**config.mk**
```make
export PLATFORM = sky130hd
export DESIGN_NAME = bnn_conv_sched
export DESIGN_NICKNAME = d
export VERILOG_FILES = /design/src/rtl/bnn_conv_sched.sv
export SDC_FILE = /design/constraint.sdc
export NUM_CORES = 1
export LEC_CHECK = 0
export CORE_MARGIN = 2
export CORE_UTILIZATION = 45
export CTS_BUF_LIST = sky130_fd_sc_hd__clkbuf_2
export CTS_CLUSTER_SIZE = 8
export DETAILED_ROUTE_END_ITERATION = 16
export HOLD_SLACK_MARGIN = 0.03
export PLACE_DENSITY_LB_ADDON = 0.2
export SETUP_SLACK_MARGIN = 0.02
export SYNTH_ARGS = -nofsm -noshare
export SYNTH_HDL_FRONTEND = slang
export SYNTH_SLANG_ARGS = --single-unit
```
**constraint.sdc**
```tcl
create_clock -name clk -period 2.01 [get_ports clk]
set_input_delay 0.402 -clock clk [delete_from_list [all_inputs] [get_ports clk]]
set_output_delay 0.402 -clock clk [all_outputs]
set_load 0.02 [all_outputs]
```
**src/rtl/bnn_conv_sched.sv**
```systemverilog
`default_nettype none
// ============================================================================
// Module   : bnn_conv_sched
// Brief    : Per-layer kernel sequencer feeding the binary 5x5 conv engine,
//            its window generator, the weight ROM and the feature buffer.
// Revision : 1.0 - initial release
// ============================================================================
module bnn_conv_sched #(
    parameter int K        = 5,
    parameter int N_KER_L1 = 6,
    parameter int N_KER_L2 = 12,
    parameter int L2_WBASE = 150,
    parameter int N_OUT_L1 = 576,
    parameter int N_OUT_L2 = 64,
    parameter int WIN_LAG  = 2,
    parameter int TIMEOUT  = 4095,
    parameter int WA_W     = 10,
    parameter int OA_W     = 13
) (
    input  logic            clk,
    input  logic            rstn,
    input  logic            cmd_valid,
    input  logic            cmd_layer,
    output logic            cmd_ready,
    output logic            busy,
    output logic            layer_done,
    output logic            err,
    output logic            wt_rd_en,
    output logic [WA_W-1:0] wt_addr,
    input  logic            wt_bit,
    output logic            conv_start,
    output logic            conv_weight_en,
    output logic            conv_weight,
    output logic            conv_state,
    output logic            win_start,
    input  logic            conv_ovalid,
    input  logic            conv_done,
    output logic            out_we,
    output logic [OA_W-1:0] out_addr,
    output logic [3:0]      kernel_idx
);

    localparam int J_W  = $clog2(K * K);
    localparam int RC_W = $clog2(TIMEOUT + 1);

    localparam logic [J_W-1:0]  c_j_last   = J_W'(K * K - 1);
    localparam logic [J_W-1:0]  c_win_lag  = J_W'(WIN_LAG);
    localparam logic [RC_W-1:0] c_run_last = RC_W'(TIMEOUT - 1);
    localparam logic [3:0]      c_last_l1  = 4'(N_KER_L1 - 1);
    localparam logic [3:0]      c_last_l2  = 4'(N_KER_L2 - 1);
    localparam logic [OA_W-1:0] c_nout_l1  = OA_W'(N_OUT_L1);
    localparam logic [OA_W-1:0] c_nout_l2  = OA_W'(N_OUT_L2);
    localparam logic [WA_W-1:0] c_l2_base  = WA_W'(L2_WBASE);

    typedef enum logic [2:0] {
        S_IDLE = 3'd0,
        S_PREF = 3'd1,
        S_LOAD = 3'd2,
        S_RUN  = 3'd3,
        S_GAP  = 3'd4,
        S_FIN  = 3'd5
    } state_t;

    state_t          r_state;
    state_t          w_state_nxt;
    logic            r_layer;
    logic [3:0]      r_kidx;
    logic [J_W-1:0]  r_j;
    logic [WA_W-1:0] r_wt_addr;
    logic [OA_W-1:0] r_out_addr;
    logic [OA_W-1:0] r_ocnt;
    logic [RC_W-1:0] r_run_cnt;
    logic            r_err;

    logic            w_last_ker;
    logic            w_timeout;
    logic            w_cnt_bad;
    logic [OA_W-1:0] w_nout;
    logic [OA_W-1:0] w_ocnt_final;

    assign w_last_ker   = (r_kidx == (r_layer ? c_last_l2 : c_last_l1));
    assign w_timeout    = (r_run_cnt == c_run_last);
    assign w_nout       = r_layer ? c_nout_l2 : c_nout_l1;
    // An output arriving together with conv_done still belongs to this kernel.
    assign w_ocnt_final = r_ocnt + {{(OA_W-1){1'b0}}, conv_ovalid};
    assign w_cnt_bad    = (w_ocnt_final != w_nout);

    assign wt_addr    = wt_rd_en ? r_wt_addr : '0;
    assign conv_state = r_layer;
    assign err        = r_err;
    assign out_addr   = r_out_addr;
    assign kernel_idx = r_kidx;

    always_ff @(posedge clk or negedge rstn) begin
        if (!rstn) begin
            r_state <= S_IDLE;
        end else begin
            r_state <= w_state_nxt;
        end
    end

    always_comb begin
        w_state_nxt    = r_state;
        cmd_ready      = 1'b0;
        busy           = 1'b1;
        layer_done     = 1'b0;
        wt_rd_en       = 1'b0;
        conv_start     = 1'b0;
        conv_weight_en = 1'b0;
        conv_weight    = 1'b0;
        win_start      = 1'b0;
        out_we         = 1'b0;
        case (r_state)
            S_IDLE: begin
                cmd_ready = 1'b1;
                busy      = 1'b0;
                if (cmd_valid) w_state_nxt = S_PREF;
            end
            S_PREF: begin
                wt_rd_en    = 1'b1;
                w_state_nxt = S_LOAD;
            end
            S_LOAD: begin
                conv_start     = 1'b1;
                conv_weight_en = 1'b1;
                conv_weight    = wt_bit;
                wt_rd_en       = (r_j != c_j_last);
                win_start      = (r_j >= c_win_lag);
                if (r_j == c_j_last) w_state_nxt = S_RUN;
            end
            S_RUN: begin
                conv_start = 1'b1;
                win_start  = 1'b1;
                out_we     = conv_ovalid;
                if (conv_done)      w_state_nxt = S_GAP;
                else if (w_timeout) w_state_nxt = S_FIN;
            end
            S_GAP: begin
                w_state_nxt = w_last_ker ? S_FIN : S_PREF;
            end
            S_FIN: begin
                layer_done  = 1'b1;
                w_state_nxt = S_IDLE;
            end
            default: begin
                w_state_nxt = S_IDLE;
            end
        endcase
    end

    always_ff @(posedge clk or negedge rstn) begin
        if (!rstn) begin
            r_layer    <= 1'b0;
            r_kidx     <= '0;
            r_j        <= '0;
            r_wt_addr  <= '0;
            r_out_addr <= '0;
            r_ocnt     <= '0;
            r_run_cnt  <= '0;
            r_err      <= 1'b0;
        end else begin
            case (r_state)
                S_IDLE: begin
                    if (cmd_valid) begin
                        r_layer    <= cmd_layer;
                        r_kidx     <= '0;
                        r_out_addr <= '0;
                        r_err      <= 1'b0;
                        r_wt_addr  <= cmd_layer ? c_l2_base : '0;
                    end
                end
                S_PREF: begin
                    r_j       <= '0;
                    r_ocnt    <= '0;
                    r_run_cnt <= '0;
                end
                S_LOAD: begin
                    r_j <= r_j + J_W'(1);
                end
                S_RUN: begin
                    r_run_cnt <= r_run_cnt + RC_W'(1);
                    if (conv_ovalid) begin
                        r_out_addr <= r_out_addr + OA_W'(1);
                        r_ocnt     <= r_ocnt + OA_W'(1);
                    end
                    if (conv_done) begin
                        if (w_cnt_bad) r_err <= 1'b1;
                    end else if (w_timeout) begin
                        r_err <= 1'b1;
                    end
                end
                S_GAP: begin
                    if (!w_last_ker) r_kidx <= r_kidx + 4'd1;
                end
                default: begin
                end
            endcase
            // 25 reads (PREF + 24 LOAD) leave the pointer on the next kernel's base.
            if (wt_rd_en) r_wt_addr <= r_wt_addr + WA_W'(1);
        end
    end

endmodule
`default_nettype wire
```
==> results of run 1 <==
-- worst max-delay path: cells and delay by family, from the launching register on --
kind            cells  cell delay [ns]
buf+inv             3             0.25
fa+ha+maj           1             0.12
compound gates      1             0.21
simple gates        3             0.53
flops               1             0.42
-- Yosys cell counts (2+ instances only) --
cell / instances
sky130_fd_sc_hd__a2111oi_4: 2
sky130_fd_sc_hd__a211oi_1: 2
sky130_fd_sc_hd__a21oi_1: 12
sky130_fd_sc_hd__a221o_1: 2
sky130_fd_sc_hd__a31oi_1: 2
sky130_fd_sc_hd__and2_1: 15
sky130_fd_sc_hd__and3_1: 2
sky130_fd_sc_hd__clkbuf_1: 14
sky130_fd_sc_hd__dfrtp_1: 62
sky130_fd_sc_hd__ha_1: 11
sky130_fd_sc_hd__inv_1: 13
sky130_fd_sc_hd__mux2i_1: 12
sky130_fd_sc_hd__nand2_1: 46
sky130_fd_sc_hd__nand2b_1: 2
sky130_fd_sc_hd__nand3_1: 28
sky130_fd_sc_hd__nand4_1: 16
sky130_fd_sc_hd__nand4b_1: 3
sky130_fd_sc_hd__nor2_1: 38
sky130_fd_sc_hd__nor2b_1: 3
sky130_fd_sc_hd__nor3_1: 5
sky130_fd_sc_hd__nor3b_1: 2
sky130_fd_sc_hd__nor4_1: 2
sky130_fd_sc_hd__nor4b_1: 4
sky130_fd_sc_hd__o211ai_1: 3
sky130_fd_sc_hd__o21a_1: 3
sky130_fd_sc_hd__o21ai_0: 30
sky130_fd_sc_hd__o31ai_1: 2
sky130_fd_sc_hd__or3_1: 4
sky130_fd_sc_hd__xnor2_1: 5
sky130_fd_sc_hd__xor2_1: 19
-- final timing paths --
check | from | end | slack [ns] | cells past startpoint
worst max-delay path | r_j[1]$_DFFE_PN0P_ | wt_addr[9] | -0.43 | 8
worst max register to register | r_state[2]$_DFFE_PN0P_ | r_ocnt[11]$_DFFE_PN0P_ | -0.20 | 8
worst min register to register | r_run_cnt[9]$_DFFE_PN0P_ | r_run_cnt[9]$_DFFE_PN0P_ | 0.49 | 1
worst min-delay path | rstn | r_run_cnt[4]$_DFFE_PN0P_ | 0.41 | 3
min in group clk | r_run_cnt[9]$_DFFE_PN0P_ | r_run_cnt[9]$_DFFE_PN0P_ | 0.49 | 1
max in group asynchronous | rstn | out_addr[7]$_DFFE_PN0P_ | 1.31 | 3
-- state kept, by name (all words and copies together), names as in the netlist --
| name | cells |
|---|---|
| r_wt_addr | 10 |
| conv_state | 1 |
| r_state | 3 |
| r_run_cnt | 12 |
| kernel_idx | 4 |
| err | 1 |
| r_ocnt | 13 |
| out_addr | 13 |
| r_j | 5 |
-- metal layers --
metal	wire [microns]	GRT usage (%)	part of all wire (%)
met4	149	7.59	1.7
met5	0	0	0
met1	3960	27.6	44
met2	4510	35.0	50
met3	349	5.09	3.9
-- cells by family after synthesis --
group | count (synthesis) | synth area share [%]
multiplexers | 13 | 3.76
AND/OR/NAND/NOR | 176 | 25.3
XOR/XNOR | 24 | 6.01
AO/OA/AOI/OAI | 67 | 13.0
buffers and inverters | 30 | 3.58
flip-flops | 62 | 44.4
adder cells (fa/ha/maj) | 11 | 3.94
-- timing repair --
action                                  in CTS  in global routing
endpoints found under the hold margin       62                  0
setup buffers                               14                 18
endpoints found under the setup margin      38                 51
hold buffers                                 1                  0
pin swaps                                   16                 26
cloned                                       1                  0
gates resized for setup                    141                 56
-- power groups by stage --
stage | Clock, W | Sequential [W] | Combinational (W)
2_1_floorplan | 0 | 0.00184 | 0.00166
3_3_place_gp | 0 | 0.00185 | 0.00268
3_5_place_dp | 0 | 0.00186 | 0.00274
4_1_cts | 0.000778 | 0.00183 | 0.00307
5_1_grt | 0.000835 | 0.00189 | 0.00385
6_report | 0.000760 | 0.00185 | 0.00354
-- area by class of cell --
type / instances / area (sq um)
Sequential cell: 62 / 1550
Tap cell: 102 / 128
Inverter: 13 / 58.8
Multi-Input combinational cell: 291 / 2010
Timing Repair inverter: 1 / 6.26
Clock buffer: 9 / 45.0
Timing Repair Buffer: 113 / 1060
Clock inverter: 7 / 65.1
Fill cell: 625 / 2680
-- metrics by stage --
| step | cell area (sq um) | cells | utilization (%) | total power [W] | setup TNS (ns) |
|---|---|---|---|---|---|
| finish | 4920 | 598 | 64.7 | 0.00615 | -5.39 |
| global route | 4920 | 598 | 64.7 | 0.00658 | -8.25 |
| CTS | 4620 | 585 | 60.8 | 0.00568 | -4.78 |
| detailed placement | 4360 | 557 | 57.3 | 0.00461 | -8.76 |
| global placement | 4360 | 557 | 57.3 | 0.00453 | -8.24 |
| floorplan | 3550 | 383 | - | 0.00351 | -0.115 |
==> metrics list, run 1 <==
- The top cell types in the final layout, fill and taps aside, are 61 x sky130_fd_sc_hd__dfrtp_1, 54 x sky130_fd_sc_hd__buf_4, 44 x sky130_fd_sc_hd__nand2_1.
- Switching power: between 0.002 and 0.003 W
* Cell types with the largest area share after synthesis: sky130_fd_sc_hd__dfrtp_1 44%, sky130_fd_sc_hd__nand2_1 4.9%, sky130_fd_sc_hd__xor2_1 4.8%
- The clock passes through at most 2 buffers.
- In the routed layout, each cell is associated on average with a via count of 5.41.
- In the finished design, the share of the clock period the worst path needs comes to 121%.
* Number of buffers created by CTS: 9
- Hold timing on the final database bottoms out at a slack of about 0.4 ns.
* Port Buffers: 44
- After floorplanning, the core was sized to cover between 0.007 and 0.008 sq mm.
- Yosys mapped the design onto between 40 and 50 distinct sky130hd cell types.
* Share of flip-flops with an asynchronous set or reset: between 90% and 100%
- Setup violations remaining at the end of the flow were counted as 20.
- Routability-driven placement finished with a final weighted congestion of 0.820.
* Count of routing violations after the opening detailed-route iteration: roughly 170
* Class of the tightest hold or removal check: primary input to asynchronous set/reset pin
- Antenna Nets Post-Route: 0
- Largest driver fanout on the critical path: 8
- Crit path max-delay cell type: sky130_fd_sc_hd__dfrtp_1
* Total vias in the final route: 3234
- Internal: between 0.003 and 0.004 W
- Clock root buffer: sky130_fd_sc_hd__clkbuf_2
- Dividing the detail-routed wire length by the instance count gives around 15 microns.
- Number of placement rows: 32
* Number of hold-slack violations in the final timing report: 0
- Final worst path period need: ~2.4 ns
- Critical Path Max Stage Delay: 0.42 ns
- The H-tree generated during clock tree synthesis spans 3 levels.
* Warning count from the yosys run: 0
- Capturing element type of the critical path: primary output
- The number of antenna violations at the first check in global routing was 0.
- Headroom to the max-slew limit came out at between 70% and 80%.
- Number of nets in the layout: around 510
- Proportion of total power due to net switching: between 40% and 50%
- Total of flip-flops plus latches after synthesis: between 60 and 70
* Later-pin clock latency in the skew report: roughly 0.50 ns
- Logic pwr share: ~58%
- The clock drives 62 sinks.
- Share of final-layout standard cells stronger than drive strength 1: between 20 and 30%
- The synthesized design spends more area on one cell type than any other, namely sky130_fd_sc_hd__dfrtp_1.
* Critical Path RT: between 1.5 and 2 ns
* CTS tree: built
* Commonest non-fill, non-tap cell in the layout: sky130_fd_sc_hd__dfrtp_1
- The worst-case IR drop observed on VDD is between 0.5 and 0.6 mV.
- For this run, the leading register cell type out of synthesis is sky130_fd_sc_hd__dfrtp_1.
* Total Die Area: between 0.008 and 0.009 sq mm
- Number of maximum-capacitance violations: 0
* Pin count of the biggest net entering global routing: 63
- Post-placement worst setup slack: -0.422 ns
- Number of global-route vias before repair: 3149
- Yosys top cell area share: between 40 and 50%
- Total wire length after detailed routing: between 8 and 9 mm
- The number of nets handed over by synthesis was 401.
* Height of the die: around 92 microns
- The number of pins with negative max-slew slack in the final report is 0.
- DRT Pass-1 Iters: 5
- Data arrives at the worst endpoint at approximately 2.0 ns.
- The total overflow left after global routing is 0.
- For the pin with the worst max-slew slack, the measured transition is approximately 0.4 ns.
- The checks that failed: negative setup slack.
* Skew final: approximately 0.03 ns
* DP HPWL: 5.90 mm
- Of the synthesized area, sequential elements account for ~44%.
- Global routing consumed, over all layers together, between 20% and 30% of the routing resources.
* Run status: finished, violations left
* Initial cell density of the core: approximately 46%
- Chip Width: a little over 90 microns
- Unrepaired setup endpoints after global routing: true
- During I/O placement, the number of pins put on the boundary was 45.
- Proportion of power drawn by flip-flops and latches: a little under a third
- Average size of a mapped cell: about 9 sq um
* Layout-stage area growth over the synthesis result: 40.9%
* Wire length of the first global-routing pass: 14.7 mm
- Pleak: between 2 and 2.5 nW
- Across all setup checks in the final design, the least slack found is -0.426 ns.
- Highest clock rate: 410 MHz
- Crit Path Class: flip-flop to primary output
* Count of flip-flops with a built-in enable after synthesis: 0
* # diodes: 0
* Total standard cell area after synthesis: around 0.0035 sq mm
- Launching element type of the critical path: flip-flop
* CTS clock-pin slew for the worst setup and hold paths: roughly 0.20 ns
- The cell count after synthesis came out at between 300 and 400.
- In the routed design, unresolved DRC markers number 0.
* Clk network pwr share: around an eighth
* Areal power density over the cells: between 1000 and 1500 mW/mm^2
- The critical path goes through inv_2 > ha_4 > nand4b_1 > a21oi_2 > or2_4 > inv_8 > and2_4 > buf_6.
No activity file was read; power rests on OpenSTA's default activity.
==> inputs of run 2 (changes only) <==
--- a/config.mk
+++ b/config.mk
@@ -5,13 +5,15 @@
 export SDC_FILE = /design/constraint.sdc
 export NUM_CORES = 1
 export LEC_CHECK = 0
+export CELL_PAD_IN_SITES_DETAIL_PLACEMENT = 1
+export CELL_PAD_IN_SITES_GLOBAL_PLACEMENT = 1
 export CORE_MARGIN = 2
-export CORE_UTILIZATION = 45
+export CORE_UTILIZATION = 40
 export CTS_BUF_LIST = sky130_fd_sc_hd__clkbuf_2
 export CTS_CLUSTER_SIZE = 8
 export DETAILED_ROUTE_END_ITERATION = 16
 export HOLD_SLACK_MARGIN = 0.03
-export PLACE_DENSITY_LB_ADDON = 0.2
+export PLACE_DENSITY = 0.77
 export SETUP_SLACK_MARGIN = 0.02
 export SYNTH_ARGS = -nofsm -noshare
 export SYNTH_HDL_FRONTEND = slang
==> run 2 against run 1 <==
- the flow still finishes with violations (negative setup slack)
- sequential share of layout area down 0.41 points
- die area rose by 12%
- highest routed layer unchanged
- largest power group unchanged
- utilization shrank 6.5 points
- combinational power increased by 5%
- setup slack worse by 0.060 ns
- critical path type unchanged
- clock power is 39% higher
==> metrics list, run 2 (synthesis results as in run 1) <==
- For the worst setup path, the data arrival time is 2.09 ns.
- The cell family contributing the most delay on the critical path is simple AND/OR/NAND/NOR gates.
- Commonest cells after routing, fill and taps aside: 58 x sky130_fd_sc_hd__dfrtp_1, 51 x sky130_fd_sc_hd__buf_4, 43 x sky130_fd_sc_hd__nand2_1
- R2R depth: 8
* Antenna Nets Post-Route: 0
* Total vias in the final route: 3339
- Setup slack on the worst reg-to-reg path comes out at -0.25 ns.
- The worst register-to-register path ends at r_ocnt[12]$_DFFE_PN0P_.
- Clock H-tree levels: 3
- Final estimated routing congestion in global placement: 0.802
- Wire length of the first global-routing pass: 17.1 mm
* Number of nets in the layout: just over 500
* Layout-stage area growth over the synthesis result: 43.1%
- Setup violations remaining at the end of the flow were counted as 27.
- Max clock buf depth: 2
- On the final layout, the worst hold slack is about 0.39 ns.
* Cells along the critical path: inv_2 > ha_4 > nand4b_1 > a21oi_2 > or2_4 > inv_8 > and2_4 > buf_6
* Port Buffers: 44
- Run status: finished, violations left
- Initial cell density of the core: about two fifths
* Critical Path RT: ~1.6 ns
- The worst setup path is captured at a primary output.
- Num Clock Sinks: 62
- Clock root buffer: sky130_fd_sc_hd__clkbuf_2
* Later-pin clock latency in the skew report: ~0.52 ns
- The number of pins with negative max-slew slack in the final report was 0.
* Pleak: between 2 and 2.5 nW
- Global route overflow: 0
* CTS clock-pin slew for the worst setup and hold paths: between 0.2 and 0.25 ns
- Number of placement rows: 34
* Portion of the clock cycle consumed by the worst path in the final layout: 124%
* Initial antenna violation count: 1
- The count of endpoints failing hold in the final timing report came to 0.
* Largest driver fanout on the critical path: 8
- Class of the tightest hold or removal check: primary input to asynchronous set/reset pin
* Post-place instance area: 0.00435 sq mm
* DRT Pass-1 Iters: 5
- Share of final-layout standard cells stronger than drive strength 1: 32.0%
* Total Die Area: between 0.009 and 0.01 sq mm
* Capture point of the worst path: wt_addr[0]
* CP Launch Point: r_j[0]$_DFFE_PN0P_
- Unrepaired setup endpoints after global routing: true
- Vias per Instance: approximately 5.5
- The floorplan step set the die width to 97.5 microns.
- The critical path in this run is classified as flip-flop to primary output.
- Once routing completed, OpenROAD measured the worst setup slack at -0.487 ns.
- Total Routing Usage GR: 22.0%
- Static timing analysis puts the maximum clock frequency at 401 MHz.
* Total wire length after detailed routing: 11.1 mm
- Crit path max-delay cell type: sky130_fd_sc_hd__dfrtp_1
* Total buffers and inverters traversed by the critical path: 3
- Startpoint of the lowest-slack register-to-register path: r_state[1]$_DFFE_PN0P_
- Io pins: 45
- VDD IR-drop max: 0.529 mV
- From bottom edge to top edge, the die measures between 90 and 100 microns.
- Number of buffers created by CTS: 9
- Post-route cell area: 0.00500 sq mm
- Areal power density over the cells: roughly 1300 mW/mm^2
- CTS tree: built
- Wirelength per Cell: 18.4 microns
- Post-placement worst setup slack: -0.447 ns
* Depth of the critical timing path with buffers and inverters included: 8
- Headroom to the max-slew limit came out at about three quarters.
- Failing checks: negative setup slack
- For the pin with the worst max-slew slack, the measured transition is approximately 0.40 ns.
* Number of global-route vias before repair: around 3.4k
- Final worst path period need: around 2.5 ns
* Launching element type of the critical path: flip-flop
* Standard cell core area: roughly 0.0086 sq mm
- The first routing iteration left between 100 and 150 violations.
- Between clock sinks in the finished design, the worst skew comes to 0.0284 ns.
- The largest single stage delay on the critical path is about 0.43 ns.
- Leaving out fill and tap cells, the most frequent cell in the layout is sky130_fd_sc_hd__dfrtp_1.
- The tool flagged a number of max-cap violations equal to 0.
* Pin count of the biggest net entering global routing: 63
- After legalization and detailed placement, the total HPWL measured approximately 6.8 mm.
- Drt drc: 0
-- run 2: worst reg2reg max path: stages (launching register included) --
cell and delay [ns]:
sky130_fd_sc_hd__dfrtp_1 0.47, sky130_fd_sc_hd__buf_6 0.14, sky130_fd_sc_hd__buf_6 0.12, sky130_fd_sc_hd__or3b_4 0.39, sky130_fd_sc_hd__buf_6 0.13, sky130_fd_sc_hd__a2111oi_4 0.46, sky130_fd_sc_hd__nand3_1 0.19, sky130_fd_sc_hd__xor2_1 0.21
sky130_fd_sc_hd__nor2_1 0.06
-- run 2: worst min-delay path by stage --
stage / start / to / cells past startpoint
6_report: rstn / r_run_cnt[5]$_DFFE_PN0P_ / 3
5_1_grt: rstn / r_run_cnt[9]$_DFFE_PN0P_ / 3
4_1_cts: rstn / r_run_cnt[5]$_DFFE_PN0P_ / 3
3_5_place_dp: rstn / r_run_cnt[6]$_DFFE_PN0P_ / 2
3_3_place_gp: rstn / r_run_cnt[5]$_DFFE_PN0P_ / 2
2_1_floorplan: rstn / conv_state$_DFFE_PN0P_ / 0
-- run 2: final cells by class --
class	count	area, sq um
Antenna cell	1	2.50
Clock buffer	10	50.0
Clock inverter	6	110
Fill cell	985	3590
Inverter	13	56.3
Multi-Input combinational cell	291	2030
Sequential cell	62	1560
Tap cell	108	135
Timing Repair Buffer	114	1060
Timing Repair inverter	1	6.26
-- run 2: what timing repair did --
action	in CTS	in global routing
buffers inserted	14	20
pin swaps	16	18
cloned	1	0
setup endpoints to repair	43	49
hold buffers	1	0
gates resized for setup	144	61
hold endpoints to repair	62	0
-- run 2: where the power goes --
part	internal [W]	switching [W]	leakage (nW)
sequential	0.00152	0.000349	0.827
clock	0.000538	0.000517	0.0881
combinational	0.00183	0.00189	1.51
total	0.00389	0.00275	2.43
-- run 2: metrics by stage --
stage               power (W)  cells  util (%)  setup TNS (ns)
floorplan             0.00351    383         -          -0.115
global placement      0.00455    561      50.7           -7.81
detailed placement    0.00468    561      50.7           -8.61
CTS                   0.00611    591      55.0           -5.32
global route          0.00709    606      58.2          -10.13
finish                0.00664    606      58.2           -7.25
-- run 2: routing by layer --
metal	track usage, %	wire length [microns]	vias to the layer above
li1	-	-	1573
met1	28.4	4700	1672
met2	38.1	5880	69
met3	3.74	320	25
met4	6.30	250	0
met5	0	0	-
